**src/rtl/jk_bank_arbiter_if.sv**
```systemverilog
// jk_bank_arbiter_if: requester bus for the shared JK bank
// master: drives req_valid/req_lock/req_j/req_k, observes grant and bank state
// slave:  the arbiter; drives req_ready, q, locked, owner_id, applied
interface jk_bank_arbiter_if #(
    parameter int WIDTH = 8,
    parameter int NREQ  = 4
);
    logic [NREQ-1:0]         req_valid;
    logic [NREQ-1:0]         req_lock;
    logic [NREQ*WIDTH-1:0]   req_j;
    logic [NREQ*WIDTH-1:0]   req_k;
    logic [NREQ-1:0]         req_ready;
    logic [WIDTH-1:0]        q;
    logic                    locked;
    logic [$clog2(NREQ)-1:0] owner_id;
    logic                    applied;
    modport master (
        output req_valid, req_lock, req_j, req_k,
        input  req_ready, q, locked, owner_id, applied
    );
    modport slave (
        input  req_valid, req_lock, req_j, req_k,
        output req_ready, q, locked, owner_id, applied
    );
endinterface

```
**src/rtl/jk_bank_arbiter.sv**
```systemverilog
// jk_bank_arbiter: round-robin arbiter owning a WIDTH-bit JK flip-flop bank
// clk/rst: rising-edge clock, asynchronous active-high reset
// bus (slave): per-requester valid/lock/J/K in, one-hot ready, bank q,
//              locked, owner_id and applied pulse out
module jk_bank_arbiter #(
    parameter int WIDTH     = 8,
    parameter int NREQ      = 4,
    parameter int MAX_BURST = 4
) (
    input logic              clk,
    input logic              rst,
    jk_bank_arbiter_if.slave bus
);
    localparam int IW = $clog2(NREQ);
    localparam int BW = $clog2(MAX_BURST + 1);
    typedef enum logic {IDLE, OWN} state_t;
    state_t          state;
    logic [IW-1:0]   ptr;
    logic [BW-1:0]   bcnt;
    logic [NREQ-1:0] ready;
    logic [IW-1:0]   gnt;
    logic [IW-1:0]   idx;
    logic [WIDTH-1:0] j, k;
    logic            accept, lock;
    // Scan offsets high to low so the requester nearest ptr is written last and wins
    always_comb begin
        ready = '0;
        gnt   = bus.owner_id;
        idx   = '0;
        if (!rst && state == OWN) begin
            ready[bus.owner_id] = bus.req_valid[bus.owner_id];
        end else if (!rst) begin
            for (int i = NREQ - 1; i >= 0; i--) begin
                idx = IW'((int'(ptr) + i) % NREQ);
                if (bus.req_valid[idx]) begin
                    ready      = '0;
                    ready[idx] = 1'b1;
                    gnt        = idx;
                end
            end
        end
    end
    always_comb begin
        j = '0;
        k = '0;
        for (int i = 0; i < NREQ; i++) begin
            if (gnt == IW'(i)) begin
                j = bus.req_j[i*WIDTH +: WIDTH];
                k = bus.req_k[i*WIDTH +: WIDTH];
            end
        end
    end
    assign accept        = |ready;
    assign lock          = bus.req_lock[gnt];
    assign bus.req_ready = ready;
    always_ff @(posedge clk or posedge rst) begin
        if (rst) begin
            state        <= IDLE;
            ptr          <= '0;
            bcnt         <= '0;
            bus.q        <= '0;
            bus.locked   <= 1'b0;
            bus.owner_id <= '0;
            bus.applied  <= 1'b0;
        end else begin
            bus.applied <= accept;
            if (accept) begin
                // JK next state: J sets a cleared bit, ~K keeps a set bit
                bus.q        <= (j & ~bus.q) | (~k & bus.q);
                bus.owner_id <= gnt;
                ptr          <= (gnt == IW'(NREQ - 1)) ? '0 : gnt + 1'b1;
            end
            if (state == IDLE) begin
                if (accept && lock && MAX_BURST > 1) begin
                    state      <= OWN;
                    bus.locked <= 1'b1;
                    bcnt       <= BW'(1);
                end
            end else if (accept && lock && 32'(bcnt) + 1 < MAX_BURST) begin
                bcnt <= bcnt + 1'b1;
            end else begin
                // lock dropped, burst exhausted, or owner went idle
                state      <= IDLE;
                bus.locked <= 1'b0;
                bcnt       <= '0;
            end
        end
    end
endmodule

```
**src/flat_wrapper.sv**
```systemverilog
// flat-port wrapper written by rule: the top's interface ports become plain ports
module jk_bank_arbiter_flat 
#(
    parameter int WIDTH     = 8,
    parameter int NREQ      = 4,
    parameter int MAX_BURST = 4
)
  (clk, rst, bus_req_valid, bus_req_lock, bus_req_j, bus_req_k, bus_req_ready, bus_q, bus_locked, bus_owner_id, bus_applied);
  jk_bank_arbiter_if #(.WIDTH(WIDTH), .NREQ(NREQ)) bus_i ();
  input logic clk;
  input logic rst;
  input wire logic [$bits(bus_i.req_valid)-1:0] bus_req_valid;
  input wire logic [$bits(bus_i.req_lock)-1:0] bus_req_lock;
  input wire logic [$bits(bus_i.req_j)-1:0] bus_req_j;
  input wire logic [$bits(bus_i.req_k)-1:0] bus_req_k;
  output wire logic [$bits(bus_i.req_ready)-1:0] bus_req_ready;
  output wire logic [$bits(bus_i.q)-1:0] bus_q;
  output wire logic [$bits(bus_i.locked)-1:0] bus_locked;
  output wire logic [$bits(bus_i.owner_id)-1:0] bus_owner_id;
  output wire logic [$bits(bus_i.applied)-1:0] bus_applied;
  assign bus_i.req_valid = bus_req_valid;
  assign bus_i.req_lock = bus_req_lock;
  assign bus_i.req_j = bus_req_j;
  assign bus_i.req_k = bus_req_k;
  assign bus_req_ready = bus_i.req_ready;
  assign bus_q = bus_i.q;
  assign bus_locked = bus_i.locked;
  assign bus_owner_id = bus_i.owner_id;
  assign bus_applied = bus_i.applied;
  jk_bank_arbiter #(.WIDTH(WIDTH), .NREQ(NREQ), .MAX_BURST(MAX_BURST)) u_core (.clk(clk), .rst(rst), .bus(bus_i));
endmodule
```
**config.mk**
```make
export PLATFORM = sky130hd
export DESIGN_NAME = jk_bank_arbiter_flat
export DESIGN_NICKNAME = d
export VERILOG_FILES = /design/src/rtl/jk_bank_arbiter_if.sv /design/src/rtl/jk_bank_arbiter.sv /design/src/flat_wrapper.sv
export SDC_FILE = /design/constraint.sdc
export NUM_CORES = 1
export LEC_CHECK = 0
export CORE_MARGIN = 2
export CORE_UTILIZATION = 37
export CTS_BUF_LIST = sky130_fd_sc_hd__clkbuf_8
export CTS_CLUSTER_SIZE = 14
export DETAILED_ROUTE_END_ITERATION = 16
export HOLD_SLACK_MARGIN = 0.12
export PLACE_DENSITY = 0.72
export SYNTH_ARGS = -nofsm -noshare
export SYNTH_HDL_FRONTEND = slang
export SYNTH_SLANG_ARGS = --single-unit
export TNS_END_PERCENT = 100
```
**constraint.sdc**
```tcl
create_clock -name clk -period 9.23 [get_ports clk]
set_input_delay 0.923 -clock clk [delete_from_list [all_inputs] [get_ports clk]]
set_output_delay 0.923 -clock clk [all_outputs]
set_load 0.1 [all_outputs]
```
==> results of run 1 <==
## power breakdown
group          internal (mW)  total, mW  switching [mW]
Sequential             0.118      0.179          0.0602
Clock                 0.0379     0.0640          0.0261
Combinational          0.351       1.00           0.649
Total                  0.507       1.24           0.736
## final cells by class
class / count / area (um2) / share of cell area, %
clock buffers: 4 / 55.1 / 1.83
inverters: 10 / 37.5 / 1.25
multi-input cells: 207 / 1490 / 49.4
flip-flops and latches: 18 / 450 / 14.9
well taps: 72 / 90.1 / 2.99
repair buffers: 89 / 891 / 29.6
## path summary, 6_finish.rpt
kind                                 startpoint                      to  slack, ps
worst max-delay path              u_core.ptr[0]        bus_req_ready[3]       3940
worst min-delay path            u_core.bus.q[1]         u_core.bus.q[1]        490
worst max register to register    u_core.ptr[0]         u_core.bus.q[5]       4180
worst min register to register  u_core.bus.q[1]         u_core.bus.q[1]        490
max in group asynchronous                   rst         u_core.bus.q[6]       7480
min in group asynchronous                   rst  u_core.bus.owner_id[0]       1310
## metal layers
layer | vias to the layer above | part of all wire, %
met5 | - | 0
met4 | 0 | 1.4
met3 | 8 | 11
met2 | 116 | 46
met1 | 962 | 42
li1 | 1104 | -
## logic make-up (layout without fill, tap and decap cells)
kind of cell / Yosys count / in the layout / share of synthesized area (%)
AOI/OAI and AO/OA: 99 / 99 / 31.7
adders and majority gates: 12 / 12 / 7.21
buffers and inverters: 28 / 103 / 6.79
and+or+nand+nor: 68 / 68 / 16.0
DFF: 18 / 18 / 21.6
muxes: 28 / 28 / 16.6
## worst max-delay path, stage by stage, from the launching register on
cell,delay [ps]
dfrtp_1,930
inv_1,270
ha_1,570
mux2i_1,420
o22ai_1,150
a2111oi_0,550
o21ai_1,220
clkdlybuf4s50_1,1010
## cells in the final DEF (no fill, tap or decap), types with 2 or more instances in the layout
cell type / instances
a2111oi_0: 3
a2111oi_2: 2
a211oi_1: 2
a21oi_1: 22
a221o_1: 2
a22oi_1: 15
a32oi_1: 3
and2_1: 3
and3_1: 9
clkbuf_8: 4
clkdlybuf4s50_1: 89
dfrtp_1: 18
ha_1: 12
inv_1: 8
inv_2: 2
mux2_2: 4
mux2_4: 2
mux2i_1: 18
mux4_2: 4
nand2_1: 19
nand2b_1: 5
nand3_1: 3
nor2_1: 23
nor2b_1: 2
o211ai_1: 3
o21ai_0: 20
o21ai_1: 8
o22ai_1: 4
o31ai_1: 8
## registers in the layout (all words and copies together) (netlist names)
name and count:
u_core.ptr 2, u_core.state 1, u_core.bcnt 3, u_core.bus.owner_id 2, u_core.bus.locked 1, u_core.bus.q 8
u_core.bus.applied 1
## metrics by stage
step / worst slack (ps) / cells / instance area, um2 / total power, mW / hold slack (ps)
after floorplan: 4890 / 253 / 2080 / 0.990 / 500
after global routing: 3610 / 400 / 3010 / 1.35 / 504
after CTS: 4000 / 400 / 3010 / 1.24 / 490
final: 3940 / 400 / 3010 / 1.24 / 491
after global placement: 4280 / 396 / 2960 / 1.17 / 468
after detailed placement: 4120 / 396 / 2960 / 1.18 / 475
==> impl_metrics.ini, run 1 <==
[power_and_ir_drop]
powerDensity_nw_per_um2 = 412
vdd_drop_max_uv = 319
leakage_nw = 1.18

[timing]
max_freq_mhz = 189
skew_ps = 5.81
slew_violations = 0
hold_violations = 0
rsz0062_at_grt = no
finalSetupTns_ps = 0
fin_crit_ps = 5290
worst_slew_pin_slew_ps = 1230
setup_violations = 0
period_share_pct = 57.3
slew-limit-headroom_pct = 17.9

[floorplanning]
fp-row-count = 27
initial_core_util_pct = 38.0
coreArea_um2 = 5470
die_y_um = 79.0
io_pins = 90
die-area_um2 = 6240
floorplan.die.width_um = 79.0

[yosys]
async_flop_share_pct = 100
synthMostInstantiatedCell = nor2_1
synthesis.instances = 253
synth.yosys.warnings = 0
synth_top_area_share_pct = 21.6
synth-seq-cells = 18
synth_area_leaders = dfrtp_1, mux2i_1, ha_1
yosysUniqueCellTypes = 43
synth.largest_area_cell = dfrtp_1
synth_area_um2 = 2080
synth_edf_count = 0
synth-seq-area-share_pct = 21.6
syn_area_per_cell_um2 = 8.23
syn_nets = 339
synth_common_cells = nor2_1, a21oi_1, o21ai_0
ys.flop_type = dfrtp_1

[clock_network]
cts_tree = yes
cts_setup_buffers = 0
clk_latency_ps = 260
max-clock-path-buffers = 2
cts_max_level = 1
post_cts_resized = 0
numCtsBuffers = 3
root_buffer = clkbuf_8
ctsHoldBuffers = 0
cts_sinks = 18
path_clk_slew_ps = 70

[routing]
remaining_drc_errors = 0
wl_per_cell_um = 14.5
routed_wl_um = 5780
vias_per_cell = 5.48
vias = 2190
dr.pass1.iters = 4
ant_nets = 0
drt_iter0_drc = 242

[global_routing]
antenna_found_initial = 0
use_met3_pct = 4.20
grt_overflow_total = 0
top_usage_layer = met2
grt_usage_pct = 18.8
met1_usage_pct = 24.7
use_met2_pct = 31.4
grt_pass1_vias = 2160
grt_pass1_wl_um = 9560
grt_max_degree = 33

[place]
gp_congestion = 0.842
hpwl_um = 4610
port_buffers = 89

[critical_path]
critPathMaxFanout = 26
r2r_cells = 14
critPathLaunchType = flop
arrival_ps = 4370
worstPathRequired_ps = 8310
crit_type = reg -> out
end_kind = output port

[worst_hold_path]
hp-class = reg -> reg
hold_depth = 1

[cells_and_area]
fillers = 512
finalNetCount = 415
area_growth_pct = 44.8
final_core_util_pct = 55.1
layout-drive-gt1-share_pct = 7.01
antennaDiodeCount = 0

[status]
status = finished clean

[job]
drv_cap = 0
Note: power is estimated with default switching activity, not from simulation.
==> run 2, diff against run 1 <==
==> constraint.sdc (replaced) <==
create_clock -name clk -period 5.5 [get_ports clk]
set_input_delay 0.55 -clock clk [delete_from_list [all_inputs] [get_ports clk]]
set_output_delay 0.55 -clock clk [all_outputs]
set_load 0.1 [all_outputs]
==> run 2 against run 1 <==
Effect of this change:
- worst setup slack got worse by 2900 ps
- global-route usage decreased by 0.14 points
- first-iteration DRC count decreased by 31%
- worst hold slack got worse by 6.9 ps
- largest cell class unchanged
==> impl_metrics.ini, run 2 (synthesis gave the netlist of run 1 again) <==
[status]
status = finished clean

[floorplanning]
io_pins = 90
coreArea_um2 = 5470
fp-row-count = 27
die_y_um = 79.0
die-area_um2 = 6240
initial_core_util_pct = 38.0
floorplan.die.width_um = 79.0

[power_and_ir_drop]
powerDensity_nw_per_um2 = 697
vdd_drop_max_uv = 494
leakage_nw = 1.20

[place]
hpwl_um = 4790
port_buffers = 89
dpl.cell_count = 400
gp_congestion = 0.921

[routing]
ant_nets = 0
vias_per_cell = 5.48
remaining_drc_errors = 0
drt_iter0_drc = 166
wl_per_cell_um = 14.5
dr.pass1.iters = 4
vias = 2212
routed_wl_um = 5870

[critical_path]
critPathMaxFanout = 18
critPathSlowestCell = nor2b_1
critPathLaunchType = flop
cpPeakStageDelay_ps = 780
end_kind = flop
path_buf_inv = 3
path_cells = buf_4 > inv_1 > ha_1 > mux2i_1 > a211oi_1 > a211oi_2 > and2_1 > inv_1 > ha_1 > nor2b_1 > a22oi_1 > nor2_1 > a21oi_1 > nor2_1 > a21oi_1 > o31ai_1
arrival_ps = 4610
crit_type = reg -> reg
crit_family = simple AND/OR/NAND/NOR gates
worstPathRequired_ps = 5670

[cells_and_area]
final_common_cell = clkdlybuf4s50_1
finalNetCount = 419
antennaDiodeCount = 0
layout-drive-gt1-share_pct = 8.13
top_regs = u_core.bus.q (8), u_core.bcnt (3)
regMostFlops = u_core.bus.q
final_cell_mix = clkdlybuf4s50_1, nor2_1, a21oi_1
area_growth_pct = 46.2
fin_cells = 404
largest_register_ffs = 8
fillers = 522

[timing]
fin_crit_ps = 4450
slew_violations = 0
skew_ps = 4.04
hold_violations = 0
max_freq_mhz = 225
period_share_pct = 80.8
finalSetupTns_ps = 0
slew-limit-headroom_pct = 34.0
setup_violations = 0
worst_slew_pin_slew_ps = 987
rsz0062_at_grt = no

[worst_hold_path]
hp-class = reg -> reg

[clock_network]
path_clk_slew_ps = 70
cts_tree = yes
cts_max_level = 1
cts_sinks = 18
clk_latency_ps = 250
root_buffer = clkbuf_8
post_cts_resized = 0
cts_setup_buffers = 0
numCtsBuffers = 3
ctsHoldBuffers = 0
max-clock-path-buffers = 2

[global_routing]
grt_max_degree = 33
grt_usage_pct = 18.7
grt_pass1_vias = 2098
grt_overflow_total = 0
antenna_found_initial = 0
grt_pass1_wl_um = 9540

[job]
drv_cap = 0
## run 2: changes by cell type in the layout (fill, tap and decap cells not counted), sizes merged
cell  delta
buf      +4
## run 2: through the flow
stage / utilization [%] / setup slack, ps / total power, mW / hold WS, ps / area (um2)
6_report: 55.6 / 1050 / 2.12 / 484 / 3040
5_1_grt: 55.6 / 700 / 2.29 / 506 / 3040
3_5_place_dp: 54.6 / 926 / 2.01 / 470 / 2990
2_1_floorplan: - / 1270 / 1.66 / 489 / 2080
4_1_cts: 55.6 / 1080 / 2.13 / 490 / 3040
3_3_place_gp: 54.6 / 1040 / 1.99 / 465 / 2990
## run 2: worst paths after layout
kind,from,end,slack [ps],depth (start not counted)
worst max-delay path,u_core.ptr[1],u_core.bus.q[1],1050,16
min in group asynchronous,rst,u_core.ptr[1],920,2
worst min register to register,u_core.bus.q[5],u_core.bus.q[5],480,1
worst min-delay path,u_core.bus.q[5],u_core.bus.q[5],480,1
max in group asynchronous,rst,u_core.bus.q[3],4140,2
worst max register to register,u_core.ptr[1],u_core.bus.q[1],1050,16
## run 2: worst reg2reg max path: cells and delay by family, from the launching register on
family          cells  cell delay, ps
buf+inv             3             500
fa+ha+maj           2             970
mux                 1             300
compound gates      6             930
flops               1             320
simple gates        4            1340
## run 2: final cells by class
cell class,instances,area [um2],area share (%)
Sequential cell,18,450,14.8
Inverter,10,37.5,1.23
Multi-Input combinational cell,207,1490,49.0
Clock buffer,4,55.1,1.81
Tap cell,72,90.1,2.96
Timing Repair Buffer,93,921,30.3
## run 2: where the power goes
part	internal, mW	total (mW)	switching, mW
Combinational	0.610	1.76	1.15
Sequential	0.199	0.253	0.0538
Clock	0.0636	0.109	0.0449
## run 2: metal layers
metal  global-route usage (%)  wire [um]  vias to the layer above
met5                        0          0                        -
met4                     3.62         34                        0
met3                     5.00        510                        2
met2                     32.9       2850                       86
met1                     23.1       2470                     1013
li1                         -          -                     1111
==> run 3, diff against run 2 <==
--- a/config.mk
+++ b/config.mk
@@ -11,7 +11,7 @@
 export CTS_CLUSTER_SIZE = 14
 export DETAILED_ROUTE_END_ITERATION = 16
 export HOLD_SLACK_MARGIN = 0.12
-export PLACE_DENSITY = 0.72
+export PLACE_DENSITY = 0.74
 export SYNTH_ARGS = -nofsm -noshare
 export SYNTH_HDL_FRONTEND = slang
 export SYNTH_SLANG_ARGS = --single-unit
==> constraint.sdc (replaced) <==
create_clock -name clk -period 4 [get_ports clk]
set_input_delay 0.4 -clock clk [delete_from_list [all_inputs] [get_ports clk]]
set_output_delay 0.4 -clock clk [all_outputs]
set_load 0.1 [all_outputs]
==> run 3 against run 2 <==
Effect of this change:
- worst hold slack worse by 0.69 ps
- sequential share of layout area down 0.25 points
- clock skew about the same
- largest power group unchanged
==> impl_metrics.ini, run 3 (synthesis gave the netlist of run 1 again) <==
[status]
status = finished clean

[routing]
drt_iter0_drc = 210
remaining_drc_errors = 0
vias_per_cell = 5.43
routed_wl_um = 5780
dr.pass1.iters = 4
wl_per_cell_um = 14.2
vias = 2211
ant_nets = 0

[clock_network]
post_cts_resized = 0
cts_max_level = 1
numCtsBuffers = 3
clk_latency_ps = 250
cts_sinks = 18
cts_tree = yes
path_clk_slew_ps = 70
ctsHoldBuffers = 0
root_buffer = clkbuf_8
max-clock-path-buffers = 2
cts_setup_buffers = 0

[power_and_ir_drop]
vdd_drop_max_uv = 822
powerDensity_nw_per_um2 = 961
leakage_nw = 1.24

[critical_path]
end_kind = flop
crit_type = in -> reg
arrival_ps = 3550
r2r_cells = 10
reg2reg_from = u_core.ptr[0]
critPathLaunchType = input port
critPathMaxFanout = 15
r2r_slack_ps = 600
worstSetupStartpoint = bus_req_valid[3]
worstPathRequired_ps = 4130

[cells_and_area]
antennaDiodeCount = 0
top_regs = u_core.bus.q (8), u_core.bcnt (3)
stdcell_area_um2 = 3100
finalNetCount = 422
final_cell_mix = clkdlybuf4s50_1, nor2_1, a21oi_1
area_growth_pct = 48.7
final_common_cell = clkdlybuf4s50_1
multi_input_area_um2 = 1510
fillers = 530
regMostFlops = u_core.bus.q
layout-drive-gt1-share_pct = 11.3
seqCellArea_um2 = 450
fin_cells = 407
largest_register_ffs = 8

[timing]
hold_violations = 0
slew_violations = 0
finalSetupTns_ps = 0
setup_violations = 0
worst_slew_pin_slew_ps = 984
rsz0062_at_grt = no
setup_slack_ps = 581
slew-limit-headroom_pct = 34.2
skew_ps = 4.22
fin_crit_ps = 3420
max_freq_mhz = 292
period_share_pct = 85.5

[global_routing]
grt_pass1_vias = 2140
grt_usage_pct = 18.8
antenna_found_initial = 0
grt_pass1_wl_um = 9710
grt_overflow_total = 0
grt_max_degree = 33

[place]
place_area_um2 = 3040
dpl.cell_count = 403
hpwl_um = 4570
gp_congestion = 0.925
port_buffers = 89
pre_cts_ws_ps = 358

[floorplanning]
die-area_um2 = 6240
die_y_um = 79.0
initial_core_util_pct = 38.0
floorplan.die.width_um = 79.0
fp-row-count = 27
coreArea_um2 = 5470
io_pins = 90

[worst_hold_path]
hold_depth = 1
hp-class = reg -> reg
min_from = u_core.bus.q[7]

[job]
drv_cap = 0
[run 3: changes by cell type in the layout (fill, tap and decap cells not counted)]
cell	delta
o21ai_1	-4
buf_4	+5
o21ai_2	+4
buf_12	+2
clkdlybuf4s50_1	-4
[run 3: path summary, 6_finish.rpt]
| kind | to |
|---|---|
| setup / recovery | u_core.bus.q[2] |
| hold / removal | u_core.bus.q[7] |
| min in group asynchronous | u_core.bus.owner_id[0] |
| max in group asynchronous | u_core.bus.q[3] |
| setup reg to reg | u_core.bus.locked |
| hold reg to reg | u_core.bus.q[7] |
[run 3: layer usage]
| metal | GRT usage (%) | vias to the layer above | share of wire, % |
|---|---|---|---|
| li1 | - | 1121 | - |
| met1 | 24.4 | 981 | 43 |
| met2 | 32.0 | 101 | 47 |
| met3 | 3.86 | 8 | 8.1 |
| met4 | 4.66 | 0 | 1.2 |
| met5 | 0 | - | 0 |
[run 3: cell type report]
type	instances	share of cell area, %
multi-input cells	207	48.6
repair buffers	96	30.9
flip-flops and latches	18	14.5
well taps	72	2.91
clock buffers	4	1.78
inverters	10	1.21
[run 3: critical path: stages]
cell and delay (ps):
clkdlybuf4s50_1 590, mux4_2 610, a2111oi_2 390, o211ai_1 180, and3_1 240, ha_1 210
nor2b_1 130, buf_4 180, a22oi_1 160, nor2_1 50, a21oi_1 120, nor2_1 50
a21oi_1 140, o31ai_1 80
[run 3: where the power goes]
group | switching (mW) | internal, mW | leakage [nW]
logic | 1.59 | 0.880 | 0.991
registers | 0.0781 | 0.274 | 0.219
clock network | 0.0605 | 0.0874 | 0.0288
total | 1.73 | 1.24 | 1.24
[run 3: metrics by stage]
step                util [%]  hold WS, ps  total power, mW
finish                  56.6          483             2.97
global route            56.6          506             3.22
CTS                     56.6          492             2.98
detailed placement      55.6          473             2.82
global placement        55.6          466             2.80
floorplan                  -          339             2.30
